$ cat src/rtl/buf_addr_sched.sv
// Circular FIFO with registered occupancy; push and pop are both single-cycle, head is read combinationally.
// No backpressure of its own: the owner only pops when cnt > 0 and never pushes into a full FIFO.
module buf_addr_sched_fifo #(
  parameter int DEPTH = 16,
  parameter int DAT_W = 4,
  parameter int CNT_W = $clog2(DEPTH) + 1
) (
  input  logic             clk,
  input  logic             rst,
  input  logic             push_vld,
  input  logic [DAT_W-1:0] push_dat,
  input  logic             pop_rdy,
  output logic [DAT_W-1:0] head_dat,
  output logic [CNT_W-1:0] cnt
);
  localparam int AW = CNT_W - 1;

  logic [DAT_W-1:0] mem_q [DEPTH];
  logic [DAT_W-1:0] mem_d [DEPTH];
  logic [AW-1:0]    wr_ptr_q, wr_ptr_d;
  logic [AW-1:0]    rd_ptr_q, rd_ptr_d;
  logic [CNT_W-1:0] cnt_q, cnt_d;

  always_comb begin
    mem_d    = mem_q;
    wr_ptr_d = wr_ptr_q;
    rd_ptr_d = rd_ptr_q;
    cnt_d    = cnt_q;
    if (push_vld) begin
      mem_d[wr_ptr_q] = push_dat;
      wr_ptr_d        = wr_ptr_q + AW'(1);
    end
    if (pop_rdy) begin
      rd_ptr_d = rd_ptr_q + AW'(1);
    end
    case ({push_vld, pop_rdy})
      2'b10:   cnt_d = cnt_q + CNT_W'(1);
      2'b01:   cnt_d = cnt_q - CNT_W'(1);
      default: cnt_d = cnt_q;
    endcase
  end

  always_ff @(posedge clk) begin
    if (rst) begin
      wr_ptr_q <= '0;
      rd_ptr_q <= '0;
      cnt_q    <= '0;
    end else begin
      wr_ptr_q <= wr_ptr_d;
      rd_ptr_q <= rd_ptr_d;
      cnt_q    <= cnt_d;
    end
  end

  // Storage needs no reset: occupancy alone decides which entries are valid.
  always_ff @(posedge clk) begin
    mem_q <= mem_d;
  end

  always_ff @(posedge clk) begin
    if (!rst) begin
      assert (!(push_vld && !pop_rdy && cnt_q == CNT_W'(DEPTH)));
      assert (!(pop_rdy && cnt_q == '0));
    end
  end

  assign head_dat = mem_q[rd_ptr_q];
  assign cnt      = cnt_q;
endmodule

// Slot allocator/read scheduler: free list feeds write grants, desc FIFO orders reads, slots recycle on rd_done.
// Grant and read strobe 1 cycle after request; requests stall while no slot is free or one read is outstanding.
module buf_addr_sched #(
  parameter int SLOT_NUM   = 16,
  parameter int SLOT_W     = 4,
  parameter int SLOT_SHIFT = 7,
  parameter int ADDR_W     = 11
) (
  input  logic              clk,
  input  logic              rst,
  input  logic              in_pkt_req,
  output logic              out_pkt_ack,
  input  logic              in_pkt_eop,
  output logic [ADDR_W-1:0] addr2data_waddr,
  output logic              addr2data_waddr_wr,
  input  logic              in_ebm_ready,
  output logic [ADDR_W-1:0] addr2data_raddr,
  output logic              addr2data_raddr_wr,
  input  logic              in_rd_done,
  output logic [SLOT_W:0]   out_free_cnt,
  output logic [SLOT_W:0]   out_pkt_cnt,
  output logic              out_init_done
);
  typedef enum logic [1:0] {W_INIT = 2'd0, W_IDLE = 2'd1, W_BUSY = 2'd2} wstate_e;
  typedef enum logic {R_IDLE = 1'b0, R_WAIT = 1'b1} rstate_e;

  wstate_e           wstate_q, wstate_d;
  rstate_e           rstate_q, rstate_d;
  logic [SLOT_W-1:0] init_idx_q, init_idx_d;
  logic              init_done_q, init_done_d;
  logic [SLOT_W-1:0] cur_wslot_q, cur_wslot_d;
  logic [SLOT_W-1:0] cur_rslot_q, cur_rslot_d;
  logic              ack_q, ack_d;
  logic              raddr_wr_q, raddr_wr_d;

  logic              free_push;
  logic [SLOT_W-1:0] free_push_dat;
  logic [SLOT_W-1:0] free_head;
  logic [SLOT_W:0]   free_cnt;
  logic              desc_push;
  logic [SLOT_W-1:0] desc_head;
  logic [SLOT_W:0]   pkt_cnt;

  logic wr_alloc;
  logic rd_issue;
  logic rd_release;

  // Pops look only at registered counts, so a slot released this cycle is usable next cycle.
  assign wr_alloc   = (wstate_q == W_IDLE) && in_pkt_req && (free_cnt != '0);
  assign rd_issue   = (rstate_q == R_IDLE) && init_done_q && in_ebm_ready && (pkt_cnt != '0);
  assign rd_release = (rstate_q == R_WAIT) && in_rd_done;

  always_ff @(posedge clk) begin
    if (rst) begin
      wstate_q    <= W_INIT;
      rstate_q    <= R_IDLE;
      init_idx_q  <= '0;
      init_done_q <= 1'b0;
      cur_wslot_q <= '0;
      cur_rslot_q <= '0;
      ack_q       <= 1'b0;
      raddr_wr_q  <= 1'b0;
    end else begin
      wstate_q    <= wstate_d;
      rstate_q    <= rstate_d;
      init_idx_q  <= init_idx_d;
      init_done_q <= init_done_d;
      cur_wslot_q <= cur_wslot_d;
      cur_rslot_q <= cur_rslot_d;
      ack_q       <= ack_d;
      raddr_wr_q  <= raddr_wr_d;
    end
  end

  always_comb begin
    wstate_d   = wstate_q;
    init_idx_d = init_idx_q;
    case (wstate_q)
      W_INIT: begin
        init_idx_d = init_idx_q + SLOT_W'(1);
        if (init_idx_q == SLOT_W'(SLOT_NUM - 1)) wstate_d = W_IDLE;
      end
      W_IDLE:  if (wr_alloc) wstate_d = W_BUSY;
      W_BUSY:  if (in_pkt_eop) wstate_d = W_IDLE;
      default: wstate_d = W_INIT;
    endcase
  end

  always_comb begin
    rstate_d = rstate_q;
    case (rstate_q)
      R_IDLE:  if (rd_issue) rstate_d = R_WAIT;
      R_WAIT:  if (in_rd_done) rstate_d = R_IDLE;
      default: rstate_d = R_IDLE;
    endcase
  end

  always_comb begin
    free_push     = (wstate_q == W_INIT) || rd_release;
    free_push_dat = (wstate_q == W_INIT) ? init_idx_q : cur_rslot_q;
    desc_push     = (wstate_q == W_BUSY) && in_pkt_eop;
    cur_wslot_d   = wr_alloc ? free_head : cur_wslot_q;
    cur_rslot_d   = rd_issue ? desc_head : cur_rslot_q;
    ack_d         = wr_alloc;
    raddr_wr_d    = rd_issue;
    // Done flag trails the last init push by one cycle.
    init_done_d   = init_done_q || (wstate_q == W_IDLE);
  end

  buf_addr_sched_fifo #(
    .DEPTH (SLOT_NUM),
    .DAT_W (SLOT_W),
    .CNT_W (SLOT_W + 1)
  ) u_free_fifo (
    .clk      (clk),
    .rst      (rst),
    .push_vld (free_push),
    .push_dat (free_push_dat),
    .pop_rdy  (wr_alloc),
    .head_dat (free_head),
    .cnt      (free_cnt)
  );

  buf_addr_sched_fifo #(
    .DEPTH (SLOT_NUM),
    .DAT_W (SLOT_W),
    .CNT_W (SLOT_W + 1)
  ) u_desc_fifo (
    .clk      (clk),
    .rst      (rst),
    .push_vld (desc_push),
    .push_dat (cur_wslot_q),
    .pop_rdy  (rd_issue),
    .head_dat (desc_head),
    .cnt      (pkt_cnt)
  );

  assign out_pkt_ack        = ack_q;
  assign addr2data_waddr_wr = ack_q;
  assign addr2data_waddr    = {cur_wslot_q, {SLOT_SHIFT{1'b0}}};
  assign addr2data_raddr_wr = raddr_wr_q;
  assign addr2data_raddr    = {cur_rslot_q, {SLOT_SHIFT{1'b0}}};
  assign out_free_cnt       = free_cnt;
  assign out_pkt_cnt        = pkt_cnt;
  assign out_init_done      = init_done_q;
endmodule

$ cat config.mk
export PLATFORM = sky130hd
export DESIGN_NAME = buf_addr_sched
export DESIGN_NICKNAME = d
export VERILOG_FILES = /design/src/rtl/buf_addr_sched.sv
export SDC_FILE = /design/constraint.sdc
export NUM_CORES = 1
export LEC_CHECK = 0
export CAP_MARGIN = 20
export CORE_MARGIN = 3
export CORE_UTILIZATION = 37
export CTS_CLUSTER_SIZE = 20
export DETAILED_ROUTE_END_ITERATION = 8
export PLACE_DENSITY = 0.56
export SLEW_MARGIN = 25
export SYNTH_ARGS = -nofsm -noshare
export SYNTH_HDL_FRONTEND = slang
export SYNTH_HIERARCHICAL = 1
export SYNTH_SLANG_ARGS = --single-unit
$ cat constraint.sdc
create_clock -name clk -period 4.2 [get_ports clk]
set_clock_uncertainty 0.1 [all_clocks]
set_input_delay 1.05 -clock clk [delete_from_list [all_inputs] [get_ports clk]]
set_output_delay 1.05 -clock clk [all_outputs]
set_load 0.05 [all_outputs]
==> impl_metrics.csv <==
group,metric,value,unit
placed_design,hpwlAfterDp,9710,um
pwr,p_leak,3.15,nW
critical_path,start_kind,"register",
die,coreArea,0.0198,mm^2
final_layout,drive_gt1_share,8.76,%
grt,grt_first_pass_wirelength,22400,um
synth,synth_edf_count,128,
grt,antenna_found_initial,0,
critical_path,slowest_stage,"clkdlybuf4s50_1",
timing,drv_slew,0,
die,dieArea,0.0224,mm^2
detailed_routing,drtAntennaViolNets,0,
detailed_routing,wire_per_inst,17.4,um
critical_path,criticalPathCategory,"register to output pin",
cts,clockBufferDepth,2,
timing,hold_slack,0.406,ns
synth,yosysWarnings,6,
cts,cts_tree,"built",
critical_path,path_cells,"clkdlybuf4s50_1",
timing,setup-tns-final,0,ns
final_layout,multiInputGateArea,0.00266,mm^2
pwr,ir_drop,0.306,mV
timing,final-setup-viol-count,0,
timing,rsz0062_at_grt,"false",
synth,synth_cell_types,44,
final_layout,fin_util,43.5,%
timing,hold_viol_final,0,
timing,period_share,77.0,%
cts,path_clk_slew,0.06,ns
final_layout,mostFrequentLayoutCell,"edfxtp_1",
synth,ys.flop_type,"edfxtp_1",
die,start_util,38.4,%
synth,yosysSeqAreaShare,61.9,%
final_layout,fin_nets,560,
synth,avgSynthCellArea,15.0,um^2
grt,grt_pass1_vias,4014,
timing,worst_pin_slew,0.924,ns
run,cap_violations,0,
cts,postCtsResizedCells,0,
detailed_routing,route.detailed.drc,0,
final_layout,area_growth,13.3,%
critical_path,cp.required,3.05,ns
synth,ys_ff_latch,172,
cts,clock-sinks,172,
timing,layout_min_cycle_time,3.23,ns
final_layout,fillerInstances,1779,
final_layout,insertedDiodeCount,0,
grt,overflow,0,
grt,grt_util_all_layers,13.3,%
placed_design,gp_congestion,0.784,
critical_path,timing.critical_path.buf_inv,1,
detailed_routing,vias,4044,
critical_path,cp-end-kind,"output pin",
detailed_routing,drtIter0Drc,256,
cts,cts_setup_buffers,0,
die,fp.dieH,150,um
critical_path,slowest_delay,0.92,ns
detailed_routing,via_per_inst,4.97,
final_layout,mostFrequentLayoutCells,"128 x edfxtp_1, 42 x dfxtp_1, 39 x nor2_1",
outcome,outcome,"completed",
pwr,power_density,408,mW/mm^2
cts,clk_latency,0.42,ns
die,die_w,150,um
cts,holdBufCountCts,0,
final_layout,seq_area,0.00473,mm^2
critical_path,ff2ff_setup_slack,1.17,ns
critical_path,cp_top_family,"buffers and inverters",
synth,synthArstFlopShare,0,%
critical_path,crit_arrival,2.08,ns
cts,h-tree-depth,4,
timing,clock.fmax,309,MHz
critical_path,critPathMaxFanout,18,
synth,synth_area,0.00763,mm^2
detailed_routing,finalWirelength,14200,um
cts,clock_tree.root_cell,"clkbuf_16",
die,io-pin-count,42,
die,row_count,51,
placed_design,port_buffers,27,
grt,grt_start_max_net_pins,59,
min_path,min_path_type,"register to register",
synth,synth_cells,509,
cts,cts_buffers,17,
detailed_routing,first_pass_iters,5,
timing,maxSlewHeadroom,38.4,%
## routing by layer
metal	share of wire, %	vias to the layer above	GRT usage (%)	wire length [um]
met4	1.6	0	4.99	223
met1	46	2006	17.9	6540
li1	-	1952	-	-
met2	49	71	21.0	6920
met5	0	-	0	0
met3	3.5	15	3.30	491
## power breakdown
part,internal (W),total [W],switching (W)
Combinational,0.0000408,0.000133,0.0000922
Clock,0.000885,0.00154,0.000652
Sequential,0.00184,0.00186,0.0000162
## cells in the mapped netlist (all sizes together), types with 4 or more instances
library cell / instances / area (um^2)
mux2: 6 / 67.6
clkbuf: 14 / 55.1
xnor2: 6 / 52.6
edfxtp: 128 / 3840
nor3: 9 / 45.0
a22oi: 16 / 120
nand4: 4 / 25.0
o211ai: 5 / 37.5
o21ai: 5 / 25.0
nor2: 39 / 146
and2: 34 / 213
nor2b: 9 / 56.3
inv: 9 / 33.8
ha: 19 / 238
mux2i: 14 / 140
xor2: 16 / 140
nand2: 21 / 78.8
mux4: 32 / 841
nand2b: 17 / 106
a21oi: 9 / 45.0
buf: 24 / 206
dfxtp: 44 / 881
## worst paths after layout
kind                   from                  to  depth (start not counted)
max          cur_wslot_q[2]  addr2data_waddr[9]                          1
min reg2reg   init_idx_q[3]       init_idx_q[3]                          2
max reg2reg     wstate_q[1]  u_free_fifo/cnt[4]                         10
min           init_idx_q[3]       init_idx_q[3]                          2
## cells by family after synthesis
kind of cell,after synthesis,share of synthesized area (%)
muxes,52,13.7
and+or+nand+nor,149,10.4
adders and majority gates,19,3.12
buffers and inverters,47,3.87
xor gates and xnor gates,22,2.53
AOI/OAI and AO/OA,47,4.33
DFF,172,61.9
other,1,0.0492
## stage by stage
step | instance area (um^2) | setup WS, ns | total power [W] | std cells
6_report | 8640 | 0.967 | 0.00353 | 813
4_1_cts | 8640 | 0.885 | 0.00357 | 813
2_1_floorplan | 7680 | 0.777 | 0.00200 | 522
5_1_grt | 8640 | 0.820 | 0.00366 | 813
3_3_place_gp | 8050 | 0.608 | 0.00202 | 781
3_5_place_dp | 8050 | 0.564 | 0.00203 | 781
## layout make-up
class / count / area share [%]
Clock buffer: 17 / 4.92
Tap cell: 265 / 3.84
Clock inverter: 15 / 1.90
Timing Repair Buffer: 32 / 3.50
Multi-Input combinational cell: 303 / 30.8
Sequential cell: 172 / 54.7
Inverter: 9 / 0.391
## registers in the layout, summed over array words and instances (netlist names), 4 cells and up
name,cells
cur_rslot_q,4
cur_wslot_q,4
init_idx_q,4
u_desc_fifo/cnt,5
u_desc_fifo/mem_q,64
u_desc_fifo/rd_ptr_q,4
u_desc_fifo/wr_ptr_q,4
u_free_fifo/cnt,5
u_free_fifo/mem_q,64
u_free_fifo/rd_ptr_q,4
u_free_fifo/wr_ptr_q,4
No activity file was read; power rests on OpenSTA's default activity.
